`config.mk`:
```
export PLATFORM = sky130hd
export DESIGN_NAME = uart_tx_port
export DESIGN_NICKNAME = d
export VERILOG_FILES = /design/src/rtl/uart_pkg.sv /design/src/rtl/sync_fifo.sv /design/src/rtl/uart_tx_port.sv
export SDC_FILE = /design/constraint.sdc
export NUM_CORES = 1
export LEC_CHECK = 0
export BUFFER_PORTS_ARGS = -buffer_cell sky130_fd_sc_hd__clkbuf_2
export CORE_MARGIN = 10
export CORE_UTILIZATION = 38
export DETAILED_ROUTE_END_ITERATION = 6
export GPL_TIMING_DRIVEN = 0
export HOLD_SLACK_MARGIN = 0.05
export PLACE_DENSITY_LB_ADDON = 0.15
export SYNTH_ARGS = -nofsm -noshare
export SYNTH_HDL_FRONTEND = slang
export SYNTH_SLANG_ARGS = --single-unit
```
`constraint.sdc`:
```
create_clock -name clk -period 2.8 [get_ports clk]
set_input_delay 0.56 -clock clk [delete_from_list [all_inputs] [get_ports clk]]
set_output_delay 0.56 -clock clk [all_outputs]
set_load 0.01 [all_outputs]
```
`src/rtl/uart_pkg.sv`:
```
`default_nettype none
// ----------------------------------------------------------------------------
// uart_pkg : shared FSM state type, register offsets and baud default. Rev 1.0
// ----------------------------------------------------------------------------
package uart_pkg;

  typedef enum logic [1:0] {
    IDLE  = 2'd0,
    START = 2'd1,
    DATA  = 2'd2,
    STOP  = 2'd3
  } tx_state_e;

  localparam logic [15:0] UART_TXDATA          = 16'd0;
  localparam logic [15:0] UART_STATUS          = 16'd1;
  localparam int          CLKS_PER_BIT_DEFAULT = 434;

endpackage
`default_nettype wire

```
`src/rtl/sync_fifo.sv`:
```
`default_nettype none
// ----------------------------------------------------------------------------
// sync_fifo : first-word-fall-through FIFO with wrap-bit pointers. Rev 1.0
// ----------------------------------------------------------------------------
module sync_fifo #(
  parameter int WIDTH = 8,
  parameter int DEPTH = 8
) (
  input  logic                     clk,
  input  logic                     reset,
  input  logic                     push,
  input  logic                     pop,
  input  logic [WIDTH-1:0]         din,
  output logic [WIDTH-1:0]         dout,
  output logic                     full,
  output logic                     empty,
  output logic [$clog2(DEPTH):0]   count
);

  localparam int          AW  = $clog2(DEPTH);
  localparam logic [AW:0] ONE = {{AW{1'b0}}, 1'b1};

  logic [WIDTH-1:0] mem_q [DEPTH];
  logic [AW:0]      wptr_q, wptr_d;
  logic [AW:0]      rptr_q, rptr_d;
  logic [AW:0]      count_q, count_d;
  logic             do_push, do_pop;

  // Same index with differing wrap bits means the writer has lapped the reader.
  assign empty   = (wptr_q == rptr_q);
  assign full    = (wptr_q[AW] != rptr_q[AW]) && (wptr_q[AW-1:0] == rptr_q[AW-1:0]);
  assign do_push = push && !full;
  assign do_pop  = pop && !empty;
  assign dout    = mem_q[rptr_q[AW-1:0]];
  assign count   = count_q;

  always_comb begin
    wptr_d  = do_push ? wptr_q + ONE : wptr_q;
    rptr_d  = do_pop  ? rptr_q + ONE : rptr_q;
    count_d = count_q;
    case ({do_push, do_pop})
      2'b10:   count_d = count_q + ONE;
      2'b01:   count_d = count_q - ONE;
      default: count_d = count_q;
    endcase
  end

  always_ff @(posedge clk or posedge reset) begin
    if (reset) begin
      wptr_q  <= '0;
      rptr_q  <= '0;
      count_q <= '0;
    end else begin
      wptr_q  <= wptr_d;
      rptr_q  <= rptr_d;
      count_q <= count_d;
    end
  end

  always_ff @(posedge clk) begin
    if (do_push) begin
      mem_q[wptr_q[AW-1:0]] <= din;
    end
  end

endmodule
`default_nettype wire

```
`src/rtl/uart_tx_port.sv`:
```
`default_nettype none
// ----------------------------------------------------------------------------
// uart_tx_port : memory-mapped 8N1 UART transmitter with byte FIFO. Rev 1.0
// ----------------------------------------------------------------------------
module uart_tx_port
  import uart_pkg::*;
#(
  parameter int CLKS_PER_BIT = CLKS_PER_BIT_DEFAULT,
  parameter int FIFO_DEPTH   = 8
) (
  input  logic        clk,
  input  logic        reset,
  input  logic        UARTEnable,
  input  logic        MemWrite,
  input  logic [15:0] address_physical,
  input  logic [31:0] write_data,
  output logic [31:0] read_data,
  output logic        uartfull,
  output logic        tx
);

  localparam int          AW         = $clog2(FIFO_DEPTH);
  localparam logic [15:0] BAUD_LAST  = 16'(CLKS_PER_BIT - 1);
  localparam logic [AW:0] FULL_COUNT = (AW + 1)'(FIFO_DEPTH);

  tx_state_e   state_q, state_d;
  logic [15:0] baud_q, baud_d;
  logic [2:0]  bit_q, bit_d;
  logic [7:0]  shift_q, shift_d;
  logic        tx_q, tx_d;

  logic        fifo_push, fifo_pop, fifo_full, fifo_empty;
  logic [7:0]  fifo_dout;
  logic [AW:0] fifo_count;
  logic        busy, baud_done;
  logic        unused_bits;

  assign fifo_push = UARTEnable && MemWrite && (address_physical == UART_TXDATA);

  sync_fifo #(
    .WIDTH (8),
    .DEPTH (FIFO_DEPTH)
  ) u_fifo (
    .clk   (clk),
    .reset (reset),
    .push  (fifo_push),
    .pop   (fifo_pop),
    .din   (write_data[7:0]),
    .dout  (fifo_dout),
    .full  (fifo_full),
    .empty (fifo_empty),
    .count (fifo_count)
  );

  assign uartfull    = (fifo_count == FULL_COUNT);
  assign busy        = (state_q != IDLE) || !fifo_empty;
  assign read_data   = (UARTEnable && (address_physical == UART_STATUS)) ?
                       {30'b0, busy, uartfull} : 32'b0;
  assign tx          = tx_q;
  assign baud_done   = (baud_q == BAUD_LAST);
  assign unused_bits = ^{write_data[31:8], fifo_full};

  always_comb begin
    state_d  = state_q;
    baud_d   = baud_q;
    bit_d    = bit_q;
    shift_d  = shift_q;
    fifo_pop = 1'b0;
    tx_d     = 1'b1;
    case (state_q)
      IDLE: begin
        baud_d = '0;
        bit_d  = '0;
        if (!fifo_empty) begin
          fifo_pop = 1'b1;
          shift_d  = fifo_dout;
          state_d  = START;
        end
      end
      START: begin
        tx_d = 1'b0;
        if (baud_done) begin
          baud_d  = '0;
          state_d = DATA;
        end else begin
          baud_d = baud_q + 16'd1;
        end
      end
      DATA: begin
        // tx follows the state one clock later, so the line lags the FSM by one cycle.
        tx_d = shift_q[0];
        if (baud_done) begin
          baud_d  = '0;
          shift_d = {1'b0, shift_q[7:1]};
          if (bit_q == 3'd7) begin
            bit_d   = '0;
            state_d = STOP;
          end else begin
            bit_d = bit_q + 3'd1;
          end
        end else begin
          baud_d = baud_q + 16'd1;
        end
      end
      STOP: begin
        if (baud_done) begin
          baud_d  = '0;
          state_d = IDLE;
        end else begin
          baud_d = baud_q + 16'd1;
        end
      end
      default: state_d = IDLE;
    endcase
  end

  always_ff @(posedge clk or posedge reset) begin
    if (reset) begin
      state_q <= IDLE;
      baud_q  <= '0;
      bit_q   <= '0;
      tx_q    <= 1'b1;
    end else begin
      state_q <= state_d;
      baud_q  <= baud_d;
      bit_q   <= bit_d;
      tx_q    <= tx_d;
    end
  end

  always_ff @(posedge clk) begin
    shift_q <= shift_d;
  end

endmodule
`default_nettype wire

```
==> reports/results.txt <==
After layout, the worst path uses 92.4% of the clock period. In this run the static leakage power is 2.31 nW. The standard cell area after detailed placement was 0.00560 mm^2. The clock tree synthesis step divided the H-tree into 3 levels. In this run, the number of DRC markers left after iteration 0 of detailed routing was 99.

The number of placement rows is 42. The clock network fraction of total power is 42.8%. The final-report setup violation count was 0.

The clock transition at the registers of the reported paths is 0.07 ns, and the async set or reset register ratio after synthesis is 32.1%. For the combined area of all synthesized cells, the log shows 0.00504 mm^2. The final route contains 2809 vias. The number of register bits inferred by synthesis was 106. Setup slack on the critical path of the routed design comes to 0.214 ns.

Global routing consumed, over all layers together, 11.1% of the routing resources. The worst pin sits at a relative slew slack of 34.4%. The initial antenna violation count is 0, and the final weighted congestion in routability-driven placement is 0.760. The cell at the root of the clock tree was sky130_fd_sc_hd__clkbuf_16. Wires add up to 9730 um.

Summed over all layers, the global routing overflow is 0. The first global-routing pass estimated 15700 um of wire. In this design, the stage delay of the slowest critical-path cell is 0.42 ns.

The core region is 0.0131 mm^2. The tools report the net total in the final layout as 483. Commonest non-fill, non-tap cell in the layout: sky130_fd_sc_hd__edfxtp_1. The required time of the worst setup path was 3.03 ns; the number of enable flip-flop cells after synthesis was 72.

The die covers 0.0183 mm^2. Number of cells in the design after placement: 582. Max-cap violations in this run came to 0. For this run, design rule violations remaining after detail routing come to 0.

Of all nets on the critical path, the largest fanout is 11. The maximum VDD drop is 373 uV, and the post-synthesis xor/xnor area fraction is 5.89%. Compared with the post-synthesis result, the final layout area differs by 18.6%.

In the layout the commonest cells are sky130_fd_sc_hd__edfxtp_1 (72), sky130_fd_sc_hd__buf_4 (34), sky130_fd_sc_hd__dfrtp_1 (33). The later pin in the worst-skew pair is clocked with a latency of 0.34 ns. The via count normalized by instance count was 4.70; the count of endpoints failing hold in the final timing report was 0. The number of port buffers was 31; the sequential-to-total area share from yosys stat was 59.8%. For this configuration, the core starts out at a cell density of 38.3%. In the final layout, the share of cells above drive strength 1 is 30.8%. In the synthesized netlist the dominant register cell turns out to be sky130_fd_sc_hd__edfxtp_1. For the worst setup path, the data arrival time is 2.81 ns. For the number of sinks on the clock net, the log shows 106. The tools report the total count of max-transition violations in the final report as 0. Registers are responsible for 54.0% of the overall power. The run finished with clean final reports. After synthesis, the share of cell area in mux cells is 10.7%. The run gives 0 ns as the setup TNS. Among cell families on the critical path, the largest total delay comes from XOR/XNOR gates. TritonCTS built the clock tree. The run gives 86 as the boundary pin count.

After legalization and detailed placement, the total HPWL measured 6950 um. In this run the remaining antenna-violating nets after routing total 0. For this run, the number of standard cells in the final layout without fillers is 598.

Post-CTS timing repair inserted 0 buffers for setup. Average wire per cell in the routed design: 16.3 um. The count of different cell masters after synthesis is 49.

The share of total power dissipated in combinational logic is 3.3%. The main combinational cell family by area after synthesis is multiplexers. Net switching component of the power: 0.000625 W. The fraction of the mapped netlist area in simple logic gates came out at 10.2%. After synthesis, the mean cell area works out to 14.7 um^2. The total power after layout is 0.00310 W.

The class of the most critical hold timing path is primary input to async pin. The arithmetic-cell share of the synthesized area counting full adders, half adders and majority gates works out to 3.48%. By instance count, the cell type seen most on the critical path is sky130_fd_sc_hd__xor2_1. In this run the power density over the cells is 519 mW/mm^2.

The final standard cell area without fillers was 0.00598 mm^2; the floorplan die height was 135 um. The logs give 4 for the number of detailed-route iterations in the first pass and 0 for the count of warnings emitted by yosys. The setup skew after layout is 0.00759 ns, and the time the final worst path needs with I/O delays and setup is 2.59 ns.

In this run, CTS created clock tree buffers numbering 9. For the post-synthesis cell count, the log shows 342. The tools report the worst slack at placement as -0.470 ns.

The worst setup path is captured at a flip-flop. On the critical path, the stage with the largest delay is an instance of sky130_fd_sc_hd__o41ai_4. The tools report the number of hold-repair buffers added at the cts stage as 0. For the maximum clock insertion buffer count, the log shows 2.

The signal on the critical path passes through buf_6 -> xor2_4 -> o41ai_4 -> or2_1 -> buf_6 -> ha_4 -> xor2_1 -> ha_1 -> a21oi_1 -> xor2_1 -> nor2_1 -> xor2_1. At the pin with the least slew margin, the transition time is 0.979 ns. 0 antenna diodes ended up in the layout.

The proportion of total power due to net switching was 20.2%. The critical path contains buffers and inverters numbering 2 combined. Internal power comes to 0.00247 W.

The complex-gate fraction of the synthesized area works out to 2.71%. The number of global-route vias before repair is 2927, and the die width is 135 um. The critical path class is flip-flop to flip-flop.

The kind of start point of the critical path is a flip-flop. Setup repair after global routing left no endpoint under its margin. For this run, the top clock speed supported by timing is 387 MHz. The pin count of the biggest net entering global routing is 22.
[synth_stat cells, types with 5 or more instances]
master / instances / area [um^2]
sky130_fd_sc_hd__nand2_1: 13 / 48.8
sky130_fd_sc_hd__xnor2_1: 19 / 166
sky130_fd_sc_hd__buf_4: 32 / 240
sky130_fd_sc_hd__o21ai_0: 9 / 45.0
sky130_fd_sc_hd__buf_6: 5 / 56.3
sky130_fd_sc_hd__mux2i_1: 9 / 90.1
sky130_fd_sc_hd__ha_1: 14 / 175
sky130_fd_sc_hd__dfrtp_1: 33 / 826
sky130_fd_sc_hd__nand4_1: 5 / 31.3
sky130_fd_sc_hd__nor4_1: 10 / 62.6
sky130_fd_sc_hd__nor3_1: 8 / 40.0
sky130_fd_sc_hd__mux4_2: 16 / 360
sky130_fd_sc_hd__nand3_1: 6 / 30.0
sky130_fd_sc_hd__nor2_1: 25 / 93.8
sky130_fd_sc_hd__xor2_1: 8 / 70.1
sky130_fd_sc_hd__edfxtp_1: 72 / 2160
sky130_fd_sc_hd__inv_1: 11 / 41.3
[flip-flops by register name (all words and copies together) (netlist names), 2 cells and up]
| name | count |
|---|---|
| baud_q | 16 |
| shift_q | 8 |
| bit_q | 3 |
| u_fifo.mem_q | 64 |
| state_q | 2 |
| u_fifo.rptr_q | 4 |
| u_fifo.wptr_q | 4 |
| u_fifo.count | 4 |
[worst register-to-register path, stage by stage (launching register included)]
cell	delay (ns)
sky130_fd_sc_hd__dfrtp_1	0.39
sky130_fd_sc_hd__buf_6	0.17
sky130_fd_sc_hd__xor2_4	0.20
sky130_fd_sc_hd__o41ai_4	0.42
sky130_fd_sc_hd__or2_1	0.17
sky130_fd_sc_hd__buf_6	0.20
sky130_fd_sc_hd__ha_4	0.19
sky130_fd_sc_hd__xor2_1	0.07
sky130_fd_sc_hd__ha_1	0.18
sky130_fd_sc_hd__a21oi_1	0.14
sky130_fd_sc_hd__xor2_1	0.16
sky130_fd_sc_hd__nor2_1	0.06
sky130_fd_sc_hd__xor2_1	0.14
[final cells by class]
cell class / count / area, um^2
fill: 1205 / 7160
inverter: 11 / 41.3
buffer: 43 / 322
tap: 176 / 220
timing repair buffer: 35 / 209
clock inverter: 5 / 71.3
sequential: 106 / 3010
multi-input combinational: 211 / 1850
clock buffer: 11 / 253
[layer usage]
metal | vias up | GRT usage, % | wire [um]
met5 | - | 0 | 0
met4 | 0 | 3.89 | 149
met2 | 44 | 19.2 | 5150
li1 | 1351 | - | -
met3 | 11 | 2.97 | 366
met1 | 1403 | 12.9 | 4070
[power by group through the flow]
| stage | registers, W | clock network [W] | logic, W |
|---|---|---|---|
| 3_3_place_gp | 0.00171 | 0 | 0.0000911 |
| 4_1_cts | 0.00167 | 0.00137 | 0.0000991 |
| 3_5_place_dp | 0.00171 | 0 | 0.0000989 |
| 2_1_floorplan | 0.00171 | 0 | 0.0000602 |
| 6_report | 0.00167 | 0.00133 | 0.000101 |
| 5_1_grt | 0.00167 | 0.00142 | 0.000113 |
[final timing paths]
path                                              start                           to  slack [ns]  cells after the start
min                                               reset         baud_q[11]$_DFF_PP0_        0.30                      2
max reg2reg                u_fifo.wptr_q[1]$_DFFE_PP0P_  u_fifo.count[2]$_DFFE_PP0P_        0.21                     12
min reg2reg                 u_fifo.count[3]$_DFFE_PP0P_  u_fifo.count[3]$_DFFE_PP0P_        0.47                      1
max in group asynchronous                         reset                 tx$_DFF_PP1_        1.87                      3
max                        u_fifo.wptr_q[1]$_DFFE_PP0P_  u_fifo.count[2]$_DFFE_PP0P_        0.21                     12
min in group clk            u_fifo.count[3]$_DFFE_PP0P_  u_fifo.count[3]$_DFFE_PP0P_        0.47                      1
[through the flow]
| step | utilization, % | hold slack (ns) |
|---|---|---|
| 3_3_place_gp | 42.0 | 0.447 |
| 3_5_place_dp | 42.6 | 0.450 |
| 5_1_grt | 45.5 | 0.348 |
| 2_1_floorplan | - | 0.433 |
| 4_1_cts | 45.3 | 0.305 |
| 6_report | 45.5 | 0.297 |
[cells by family after synthesis]
group | after synthesis
DFF | 106
muxes | 32
other | 1
adders and majority gates | 14
buffers and inverters | 54
AOI/OAI and AO/OA | 17
xor gates and xnor gates | 30
and+or+nand+nor | 88
[what timing repair did]
item / 4_1_cts / 5_1_grt
endpoints found under the setup margin: 32 / 3
resized for setup: 4 / 3
endpoints found under the hold margin: 0 / 0
(Power assumes the default switching activity.)
